===== config.mk =====
export PLATFORM = sky130hd
export DESIGN_NAME = uart_rx
export DESIGN_NICKNAME = d
export VERILOG_FILES = /design/src/rtl/uart_pkg.sv /design/src/rtl/uart_baud_tick.sv /design/src/rtl/uart_rx.sv
export SDC_FILE = /design/constraint.sdc
export NUM_CORES = 1
export LEC_CHECK = 0
export CORE_UTILIZATION = 41
export DETAILED_ROUTE_END_ITERATION = 7
export PLACE_DENSITY = 0.7
export SYNTH_ARGS = -nofsm -noshare
export SYNTH_HDL_FRONTEND = slang
export SYNTH_SLANG_ARGS = --single-unit

===== constraint.sdc =====
create_clock -name clk -period 2.62 [get_ports clk]
set_input_delay 0.524 -clock clk [delete_from_list [all_inputs] [get_ports clk]]
set_output_delay 0.524 -clock clk [all_outputs]
set_load 0.01 [all_outputs]

===== src/rtl/uart_pkg.sv =====
// Shared definitions for the uart block: RX state encoding, oversampling
// constants and the register map used by the bus interface.
package uart_pkg;

    // Receive FSM states, 3-bit encoding.
    typedef enum logic [2:0] {
        IDLE      = 3'd0,
        START     = 3'd1,
        DATA      = 3'd2,
        STOP      = 3'd3,
        WAIT_IDLE = 3'd4
    } rx_state_e;

    // Ticks per bit period, and the tick count at the middle of the start bit.
    localparam int OVERSAMPLE = 16;
    localparam int MID_SAMPLE = OVERSAMPLE / 2 - 1;

    // Register addresses.
    localparam logic [1:0] ADDR_TX       = 2'd0;
    localparam logic [1:0] ADDR_RX       = 2'd1;
    localparam logic [1:0] ADDR_FREQ_DIV = 2'd2;

endpackage


===== src/rtl/uart_baud_tick.sv =====
// Oversampling tick generator shared by the TX and RX paths. The tick
// period is freq_divider+1 clk cycles; a divider of 0 ticks every clk.
// A divider change applies against the current count with no resync.
module uart_baud_tick (
    input  logic       clk,
    input  logic       reset,
    input  logic [7:0] freq_divider,
    output logic       tick
);

    logic [7:0] count;

    assign tick = (count == freq_divider);

    // Free-running counter that wraps to 0 on the tick cycle.
    always_ff @(posedge clk) begin
        if (reset) begin
            count <= 8'd0;
        end else if (tick) begin
            count <= 8'd0;
        end else begin
            count <= count + 8'd1;
        end
    end

endmodule


===== src/rtl/uart_rx.sv =====
// UART receive path: 8N1 frames, 16x oversampling, mid-bit sampling.
// Good bytes leave through a one-cycle push strobe; framing and overrun
// errors are one-cycle pulses aligned with where push would have been.
//
// Handshake: push is a one-cycle valid strobe with no ready; the FIFO's
// fifo_full flag, sampled on the stop-sample tick, decides between push
// and overrun, and a byte is never held waiting for space.
module uart_rx
    import uart_pkg::*;
#(
    parameter int DATA_BITS   = 8,
    parameter int OVERSAMPLE  = uart_pkg::OVERSAMPLE,
    parameter int SYNC_STAGES = 2
) (
    input  logic                 clk,
    input  logic                 reset,
    input  logic                 rx_bit,
    input  logic [7:0]           freq_divider,
    input  logic                 fifo_full,
    output logic                 push,
    output logic [DATA_BITS-1:0] data_out,
    output logic                 frame_error,
    output logic                 overrun,
    output logic                 busy,
    output rx_state_e            rx_state
);

    localparam int CNT_W   = $clog2(OVERSAMPLE);
    localparam int IDX_W   = $clog2(DATA_BITS);
    localparam int MID_PT  = OVERSAMPLE / 2 - 1;
    localparam int LAST_PT = OVERSAMPLE - 1;

    logic                   tick;
    logic [SYNC_STAGES-1:0] sync_q;
    logic                   rx_s;

    rx_state_e              state, state_n;
    logic [CNT_W-1:0]       sample_cnt, sample_cnt_n;
    logic [IDX_W-1:0]       bit_idx, bit_idx_n;
    logic [DATA_BITS-1:0]   shift_reg, shift_reg_n;
    logic [DATA_BITS-1:0]   data_n;
    logic                   push_n, frame_error_n, overrun_n;

    uart_baud_tick u_baud_tick (
        .clk          (clk),
        .reset        (reset),
        .freq_divider (freq_divider),
        .tick         (tick)
    );

    // Metastability synchroniser; resets to the idle (high) line level.
    always_ff @(posedge clk) begin
        if (reset) begin
            sync_q <= '1;
        end else begin
            sync_q <= {sync_q[SYNC_STAGES-2:0], rx_bit};
        end
    end

    assign rx_s     = sync_q[SYNC_STAGES-1];
    assign busy     = (state != IDLE);
    assign rx_state = state;

    // State, counters, shift register and registered output pulses.
    always_ff @(posedge clk) begin
        if (reset) begin
            state       <= IDLE;
            sample_cnt  <= '0;
            bit_idx     <= '0;
            shift_reg   <= '0;
            data_out    <= '0;
            push        <= 1'b0;
            frame_error <= 1'b0;
            overrun     <= 1'b0;
        end else begin
            state       <= state_n;
            sample_cnt  <= sample_cnt_n;
            bit_idx     <= bit_idx_n;
            shift_reg   <= shift_reg_n;
            data_out    <= data_n;
            push        <= push_n;
            frame_error <= frame_error_n;
            overrun     <= overrun_n;
        end
    end

    // Next-state logic; every decision is taken on a tick using rx_s.
    always_comb begin
        state_n       = state;
        sample_cnt_n  = sample_cnt;
        bit_idx_n     = bit_idx;
        shift_reg_n   = shift_reg;
        data_n        = data_out;
        push_n        = 1'b0;
        frame_error_n = 1'b0;
        overrun_n     = 1'b0;

        if (tick) begin
            case (state)
                IDLE: begin
                    if (!rx_s) begin
                        state_n      = START;
                        sample_cnt_n = '0;
                    end
                end

                START: begin
                    if (sample_cnt == CNT_W'(MID_PT)) begin
                        sample_cnt_n = '0;
                        if (!rx_s) begin
                            state_n   = DATA;
                            bit_idx_n = '0;
                        end else begin
                            // Start bit did not last to its midpoint: glitch.
                            state_n = IDLE;
                        end
                    end else begin
                        sample_cnt_n = sample_cnt + CNT_W'(1);
                    end
                end

                DATA: begin
                    if (sample_cnt == CNT_W'(LAST_PT)) begin
                        shift_reg_n  = {rx_s, shift_reg[DATA_BITS-1:1]};
                        sample_cnt_n = '0;
                        if (bit_idx == IDX_W'(DATA_BITS - 1)) begin
                            state_n = STOP;
                        end else begin
                            bit_idx_n = bit_idx + IDX_W'(1);
                        end
                    end else begin
                        sample_cnt_n = sample_cnt + CNT_W'(1);
                    end
                end

                STOP: begin
                    if (sample_cnt == CNT_W'(LAST_PT)) begin
                        sample_cnt_n = '0;
                        if (rx_s) begin
                            state_n = IDLE;
                            if (!fifo_full) begin
                                data_n = shift_reg;
                                push_n = 1'b1;
                            end else begin
                                overrun_n = 1'b1;
                            end
                        end else begin
                            frame_error_n = 1'b1;
                            state_n       = WAIT_IDLE;
                        end
                    end else begin
                        sample_cnt_n = sample_cnt + CNT_W'(1);
                    end
                end

                WAIT_IDLE: begin
                    // Break or stuck-low line: no new frame until it idles high.
                    if (rx_s) begin
                        state_n = IDLE;
                    end
                end

                default: begin
                    state_n = IDLE;
                end
            endcase
        end
    end

endmodule


== After elaboration in Yosys (flattened, before gate mapping) ==
Index checks and enable logic that the tools add are counted.

* Flip-flop bits (word level): 39
* Latch bits: 0
* RAM bits: 0
* Memory bits (read-only): 0
* Input bits: 12
* Output and inout port bits: 15
* Memories kept: 0

* Add/subtract/negate cells: 3
* Multipliers: 0
* Divide/modulo/power cells: 0
* Order comparisons: 0
* Equality and inequality tests: 16
* Shift-type cells: 0
* Mux-type cells: 21
* Bitwise operators: 5
* Reductions and logical operators: 13

{| class="wikitable"
|+ Operator list
! operator !! count
|-
| $mux 3 || 11
|-
| $ne 2x2->1 const B || 8
|-
| $pmux 3 s5 || 1
|-
| $mux 4 || 3
|-
| $pmux 4 s3 || 1
|-
| $add 8x1->8 const B || 1
|-
| $eq 8x8->1 || 1
|-
| $reduce_and 7->1 || 1
|-
| $eq 3x2->1 const B || 2
|-
| $eq 3x3->1 const B || 2
|-
| $pmux 3 s2 || 1
|-
| $reduce_and 3->1 || 2
|-
| $reduce_and 6->1 || 1
|-
| $reduce_bool 3->1 || 2
|-
| $not 1->1 || 5
|-
| $reduce_and 5->1 || 1
|-
| $reduce_or 5->1 || 1
|-
| $add 4x1->4 const B || 1
|-
| $eq 4x3->1 const B || 1
|-
| $eq 4x4->1 const B || 1
|-
| $reduce_or 2->1 || 2
|-
| $reduce_or 4->1 || 1
|-
| $add 3x1->3 const B || 1
|-
| $eq 3x1->1 const B || 1
|-
| other kinds (4) || 6
|}

== Longest topological paths before layout ==
Gate-level depths: netlist of run 1.

* Depth after elaboration: 4
* Depth in mapped cells: 7
* Mapped depth without buffers: 7

== Modules after synthesis ==
Synthesis of run 1 repeated with hierarchy kept, for this count alone.

* Cells, all modules: 191
* Area total of the unflattened synthesis: 1833.0 um^2

{| class="wikitable"
|+ By module, submodules not included
! module !! instances !! cells an instance !! area an instance (um^2) !! seq. area each (um^2)
|-
| uart_rx || 1 || 145 || 1365.1 || 620.6
|-
| uart_baud_tick || 1 || 46 || 467.9 || 160.2
|}

== Least setup slack after synthesis of run 1 ==
OpenSTA, ideal clock, no wires.

* Kind: input port to flip-flop
* From: in freq_divider[7]
* To: reg state[2] (netlist: rx_state[2])
* Arrival: 1.830 ns
* Setup slack: 0.669 ns
* Stages on the path: 5
* Path buffers: 0
* Path through: xor2_1 -> nor4_4 -> and2_2 -> o211a_1 -> mux2_2

* Word-level cells in the longest chain between the ends: 2

{| class="wikitable"
|+ RTL lines
! element !! line !! text
|-
| start: declaration || uart_rx.sv:18 || <nowiki>input logic [7:0] freq_divider,</nowiki>
|-
| $eq 8x8->1 || uart_baud_tick.sv:13 || <nowiki>assign tick = (count == freq_divider);</nowiki>
|-
| $reduce_and 7->1 (no source line) || -- ||
|-
| end signal: assignment || uart_rx.sv:76 || <nowiki>state <= state_n;</nowiki>
|-
| end: declaration || uart_rx.sv:37 || <nowiki>rx_state_e state, state_n;</nowiki>
|}

Every way passes these cells.
A chain may end at the register's enable or synchronous reset.

== Final worst setup path of run 1 ==
* From: in freq_divider[7]
* To: reg bit_idx[0]

* Word-level cells in the longest chain between the ends: 2

{| class="wikitable"
|+ RTL lines
! element !! line !! text
|-
| $eq 8x8->1 || uart_baud_tick.sv:13 ||
|-
| $reduce_and 6->1 (no source line) || -- ||
|-
| end signal: assignment || uart_rx.sv:78 || <nowiki>bit_idx <= bit_idx_n;</nowiki>
|-
| end: declaration || uart_rx.sv:39 || <nowiki>logic [IDX_W-1:0] bit_idx, bit_idx_n;</nowiki>
|}

Every way passes these cells.

==> flow_metrics.tcl, run 1 <==
set metrics [dict create \
    die_y_um 68.1 \
    final_common_cell "dfxtp_1" \
    wl_met2_um 1440 \
    synth_nets 201 \
    seq_power_share_pct 48.5 \
    tns_ns 0 \
    critPathLaunchType "primary input" \
    switching_share_pct 19.3 \
    num_vias 1353 \
    relSlewSlack_pct 64.6 \
    run_status "finished clean" \
    crit_family "simple AND/OR/NAND/NOR gates" \
    clock-sinks 39 \
    postCtsSetupRepairBufs 0 \
    root_buffer "clkbuf_8" \
    critPathSlowestCell "nor4_4" \
    hold_depth 1 \
    synth-seq-cells 39 \
    nNetsFinal 229 \
    wire_per_inst_um 12.0 \
    intPower_mw 1.01 \
    synth_area_um2 1790 \
    setup_viol 0 \
    track_usage_pct 16.3 \
    power_density_nw_per_um2 559 \
    syn_area_per_cell_um2 9.68 \
    row_count 23 \
    crit_fanout 5 \
    cts_buffers 5 \
    tritoncts "built" \
    yosys_warnings 0 \
    r2r_slack_ns 0.67 \
    detailed_place_hpwl_um 2270 \
    drt-met1-wl_um 1520 \
    holdBufCountCts 0 \
    fin_crit_sh_pct 84.5 \
    rsz0062_at_grt "no" \
    cp.required_ns 2.84 \
    top_layer "met4" \
    antenna_cells 0 \
    grt_pass1_vias 1256 \
    viasPerCell 5.13 \
    critPathBufInv 1 \
    fillers 384 \
    antenna_found_initial 0 \
    pwr-share-comb_pct 4.8 \
    crit_chain "clkdlybuf4s50_1 -> xor2_1 -> nor4_4 -> nand2_1 -> nor4_4 -> mux2i_1" \
    synth_seq_area_share_pct 43.6 \
    max_stage_delay_ns 0.48 \
    layout_min_cycle_time_ns 2.21 \
    gr-total-overflow 0 \
    initialDrtViolationCount 102 \
    io_pins 27 \
    final_cell_area_um2 2240 \
    final_cell_mix "39 x dfxtp_1, 29 x nor2_1, 26 x clkdlybuf4s50_1" \
    layout-drive-gt1-share_pct 10.3 \
    clk_latency_ns 0.29 \
    hold_path_class "reg2reg" \
    initial_utilization_pct 43.8 \
    p_leak_nw 0.947 \
    path_common_cell "nor4_4" \
    ir_drop_mv 0.416 \
    dieWidth_um 68.1 \
    async_flop_share_pct 0 \
    r2r_cells 5 \
    worstMarginPinSlew_ns 0.530 \
    grt_pass1_wl_um 5560 \
    r2r-end "bit_idx[0]$_SDFFE_PP0P_" \
    p_clk_share_pct 46.8 \
    drtAntennaViolNets 0 \
    synth_ff_type "dfxtp_1" \
    rr_startpoint "u_baud_tick.count[5]$_SDFF_PP0_" \
    final-hold-violation-count 0 \
    drt-total-wl_um 3160 \
    clock_path_buffers 2 \
    synth_cell_types 39 \
    hp-start "sync_q[0]$_SDFF_PP1_" \
    crit_arrival_ns 2.43 \
    netlist_instances 185 \
    drc_errors 0 \
    path_class "in2reg" \
    final_max_slew_viol_count 0 \
    grt_max_degree 27 \
    gp_congestion 0.831 \
    dp_slack_ns 0.104 \
    die_area_um2 4640 \
    cp-end-kind "register" \
    portBuffers 26 \
    cts_resized 0 \
    htree_levels 2 \
    cap_viol_max_count 0 \
    min_to "sync_q[1]$_SDFF_PP1_" \
    max_freq_mhz 452 \
    synth_edf_count 0 \
    fin_skew_ns 0.00504 \
    fin_ws_ns 0.407 \
    fin_util_pct 54.7 \
    switchingPower_mw 0.242 \
    placed_area_um2 2100 \
    path_clk_slew_ns 0.07 \
    met3RoutedLength_um 137 \
    core-area_um2 4090 \
    areaGrowthSynthToFinish_pct 24.9 \
    dr.pass1.iters 4 \
]
==> synthesized netlist by cell type (2+ instances only) <==
master | number | area [um2]
nand3_1 | 4 | 20.0
mux2i_1 | 20 | 200
o21ai_0 | 2 | 10.0
or2_2 | 3 | 18.8
clkbuf_1 | 5 | 18.8
xor2_1 | 11 | 96.3
nand2_1 | 9 | 33.8
a21oi_1 | 7 | 35.0
nor4_1 | 3 | 18.8
nor2_1 | 29 | 109
ha_1 | 4 | 50.1
or3_1 | 2 | 12.5
nand2b_1 | 8 | 50.1
nor2b_1 | 3 | 18.8
nor4_4 | 3 | 63.8
xnor2_1 | 4 | 35.0
dfxtp_1 | 39 | 781
inv_1 | 2 | 7.51
or4_1 | 2 | 15.0
nor3_1 | 5 | 25.0
buf_2 | 2 | 10.0
==> power by group through the flow <==
stage                     combinational (mW)  sequential (mW)  clock (mW)
final                                 0.0597            0.606       0.585
after global routing                  0.0662            0.607       0.629
after CTS                             0.0605            0.606       0.603
after detailed placement              0.0605            0.620           0
after global placement                0.0601            0.619           0
after floorplan                       0.0369            0.616           0
==> per-layer routing <==
layer	GRT usage, %	vias to the layer above
li1	-	692
met1	20.5	622
met2	25.1	33
met3	4.83	6
met4	7.81	0
met5	0	-
==> logic make-up (layout without fill, tap and decap cells) <==
| logic type | after synthesis | count (layout) | share of synthesized area, % |
|---|---|---|---|
| AOI/OAI and AO/OA | 15 | 15 | 5.45 |
| muxes | 21 | 21 | 11.8 |
| and+or+nand+nor | 81 | 81 | 26.8 |
| xor gates and xnor gates | 15 | 15 | 7.34 |
| adders and majority gates | 4 | 4 | 2.80 |
| buffers and inverters | 10 | 39 | 2.24 |
| DFF | 39 | 39 | 43.6 |
==> worst max path at each step <==
stage               startpoint                       end  slack [ns]  cells past startpoint
6_report       freq_divider[7]   bit_idx[0]$_SDFFE_PP0P_        0.41                      6
3_5_place_dp   freq_divider[7]   bit_idx[0]$_SDFFE_PP0P_        0.10                      6
3_3_place_gp   freq_divider[7]  rx_state[2]$_SDFFE_PP0P_        0.15                      6
2_1_floorplan  freq_divider[7]  rx_state[2]$_SDFFE_PP0P_        0.67                      5
5_1_grt        freq_divider[5]   bit_idx[0]$_SDFFE_PP0P_        0.30                      6
4_1_cts        freq_divider[7]   bit_idx[0]$_SDFFE_PP0P_        0.40                      6
==> layout make-up <==
class	instances	area [um2]	area share (%)
multi-input cells	136	970	43.4
flip-flops and latches	39	781	34.9
repair buffers	29	283	12.6
clock buffers	6	72.6	3.25
well taps	50	62.6	2.80
clock inverters	2	60.1	2.69
inverters	2	7.51	0.336
==> worst register-to-register path, stage by stage (launching register included) <==
cell     delay [ns]
dfxtp_1        0.36
xor2_1         0.20
nor4_4         0.48
nand2_1        0.24
nor4_4         0.38
mux2i_1        0.23
==> through the flow <==
| stage | power (mW) | instances | hold slack [ns] |
|---|---|---|---|
| CTS | 1.27 | 264 | 0.422 |
| global route | 1.30 | 264 | 0.450 |
| global placement | 0.679 | 256 | 0.395 |
| finish | 1.25 | 264 | 0.416 |
| detailed placement | 0.680 | 256 | 0.404 |
| floorplan | 0.653 | 185 | 0.389 |
(Power assumes the default switching activity.)
==> inputs of run 2 (changes only) <==
- clock period: 2.62 -> 2.1 ns (I/O delays scaled with it)
==> run 2 against run 1 <==
Against the previous run: routed wire length about the same; via count down 1.0%; first-iteration DRC count fell by 42%; die area unchanged; clock power down 15%; non-clock buffer count grew 9; critical path type unchanged; total power increased by 6.3%.
==> flow_metrics.tcl, run 2 (synthesis results as in run 1) <==
set metrics [dict create \
    run_status "finished clean" \
    r2r_cells 6 \
    path_class "in2reg" \
    postCtsSetupRepairBufs 0 \
    intPower_mw 1.02 \
    drtAntennaViolNets 0 \
    pwr-share-comb_pct 5.8 \
    nNetsFinal 238 \
    p_leak_nw 0.975 \
    worstMarginPinSlew_ns 0.371 \
    rsz0062_at_grt "no" \
    layout_min_cycle_time_ns 1.99 \
    row_count 23 \
    cap_viol_max_count 0 \
    antenna_found_initial 0 \
    dp.cells 265 \
    gr-total-overflow 0 \
    drt-total-wl_um 3160 \
    drc_errors 0 \
    critPathLaunchType "primary input" \
    path_clk_slew_ns 0.08 \
    tritoncts "built" \
    die_y_um 68.1 \
    dieWidth_um 68.1 \
    power_density_nw_per_um2 585 \
    r2r_slack_ns 0.26 \
    crit_arrival_ns 2.17 \
    path_depth 7 \
    core-area_um2 4090 \
    seq_power_share_pct 56.8 \
    max_stage_delay_ns 0.42 \
    final_cell_mix "39 x dfxtp_1, 29 x nor2_1, 26 x clkdlybuf4s50_1" \
    critPathSlowestCell "nor4_4" \
    root_buffer "clkbuf_8" \
    cts_buffers 5 \
    crit_family "simple AND/OR/NAND/NOR gates" \
    areaGrowthSynthToFinish_pct 26.9 \
    initialDrtViolationCount 59 \
    rr_startpoint "u_baud_tick.count[5]$_SDFF_PP0_" \
    clk_latency_ns 0.29 \
    tns_ns 0 \
    critPathBufInv 2 \
    crit_start "freq_divider[5]" \
    fin_crit_sh_pct 94.5 \
    fin_util_pct 55.6 \
    portBuffers 26 \
    die_area_um2 4640 \
    hold_path_class "reg2reg" \
    cp.required_ns 2.28 \
    grt_max_degree 25 \
    fin_cells 273 \
    antenna_cells 0 \
    setup_viol 0 \
    cts_resized 0 \
    final_common_cell "dfxtp_1" \
    num_vias 1339 \
    wire_per_inst_um 11.6 \
    layout-drive-gt1-share_pct 14.3 \
    final-hold-violation-count 0 \
    final_max_slew_viol_count 0 \
    htree_levels 2 \
    crit_fanout 8 \
    fin_hold_ws_ns 0.410 \
    detailed_place_hpwl_um 2330 \
    hold_depth 1 \
    io_pins 27 \
    p_clk_share_pct 37.4 \
    switchingPower_mw 0.313 \
    cp-end-kind "register" \
    max_freq_mhz 504 \
    hp-start "sync_q[0]$_SDFF_PP1_" \
    clock-sinks 39 \
    clock_path_buffers 2 \
    grt_pass1_wl_um 5340 \
    track_usage_pct 15.6 \
    fin_skew_ns 0.00251 \
    ir_drop_mv 0.411 \
    gp_congestion 0.765 \
    dr.pass1.iters 4 \
    viasPerCell 4.90 \
    switching_share_pct 23.5 \
    p_total_mw 1.33 \
    grt_pass1_vias 1181 \
    crit_chain "clkdlybuf4s50_1 -> xor2_1 -> nor4_4 -> buf_4 -> nand3_2 -> mux2i_1 -> nor2_1" \
    relSlewSlack_pct 75.1 \
    initial_utilization_pct 43.8 \
    holdBufCountCts 0 \
]
## run 2: cell count changes in the layout (fill, tap and decap cells not counted), sizes merged
cell / change
buf: +9
bufinv: -2
clkinvlp: +2
clkbuf: -1
clkinv: +1
## run 2: layout make-up
cell class,count,area (um2)
fillers,388,1810
multi-input cells,136,970
flip-flops and latches,39,781
repair buffers,38,363
clock buffers,5,68.8
well taps,50,62.6
clock inverters,3,20.0
inverters,2,7.51
## run 2: metal layers
layer  vias to the layer above  track usage, %  share of wire [%]
met5                         -               0                  0
met4                         0            7.03                1.2
met3                         4            4.50                4.2
met2                        23            23.9                 45
met1                       604            20.0                 50
li1                        708               -                  -
## run 2: final timing paths
kind                                                   to
worst max-delay path            shift_reg[4]$_SDFFE_PP0P_
worst min-delay path                 sync_q[1]$_SDFF_PP1_
worst max register to register  shift_reg[4]$_SDFFE_PP0P_
worst min register to register       sync_q[1]$_SDFF_PP1_
## run 2: power by group through the flow
stage | Clock [mW] | Combinational, mW | Sequential [mW]
after floorplan | 0 | 0.0460 | 0.769
after global placement | 0 | 0.0776 | 0.773
after detailed placement | 0 | 0.0782 | 0.773
after CTS | 0.519 | 0.0783 | 0.755
after global routing | 0.554 | 0.0846 | 0.757
final | 0.497 | 0.0772 | 0.755
## run 2: through the flow
step | worst slack (ns) | instance area (um2)
2_1_floorplan | 0.253 | 1790
3_3_place_gp | -0.158 | 2180
3_5_place_dp | -0.201 | 2180
4_1_cts | 0.0970 | 2270
5_1_grt | 0.00625 | 2270
6_report | 0.114 | 2270
==> inputs of run 3 (changes only) <==
- SKIP_CTS_REPAIR_TIMING: unset -> 1
==> results of run 3 <==
No change in the layout: final DEF, timing and power equal those of run 2.
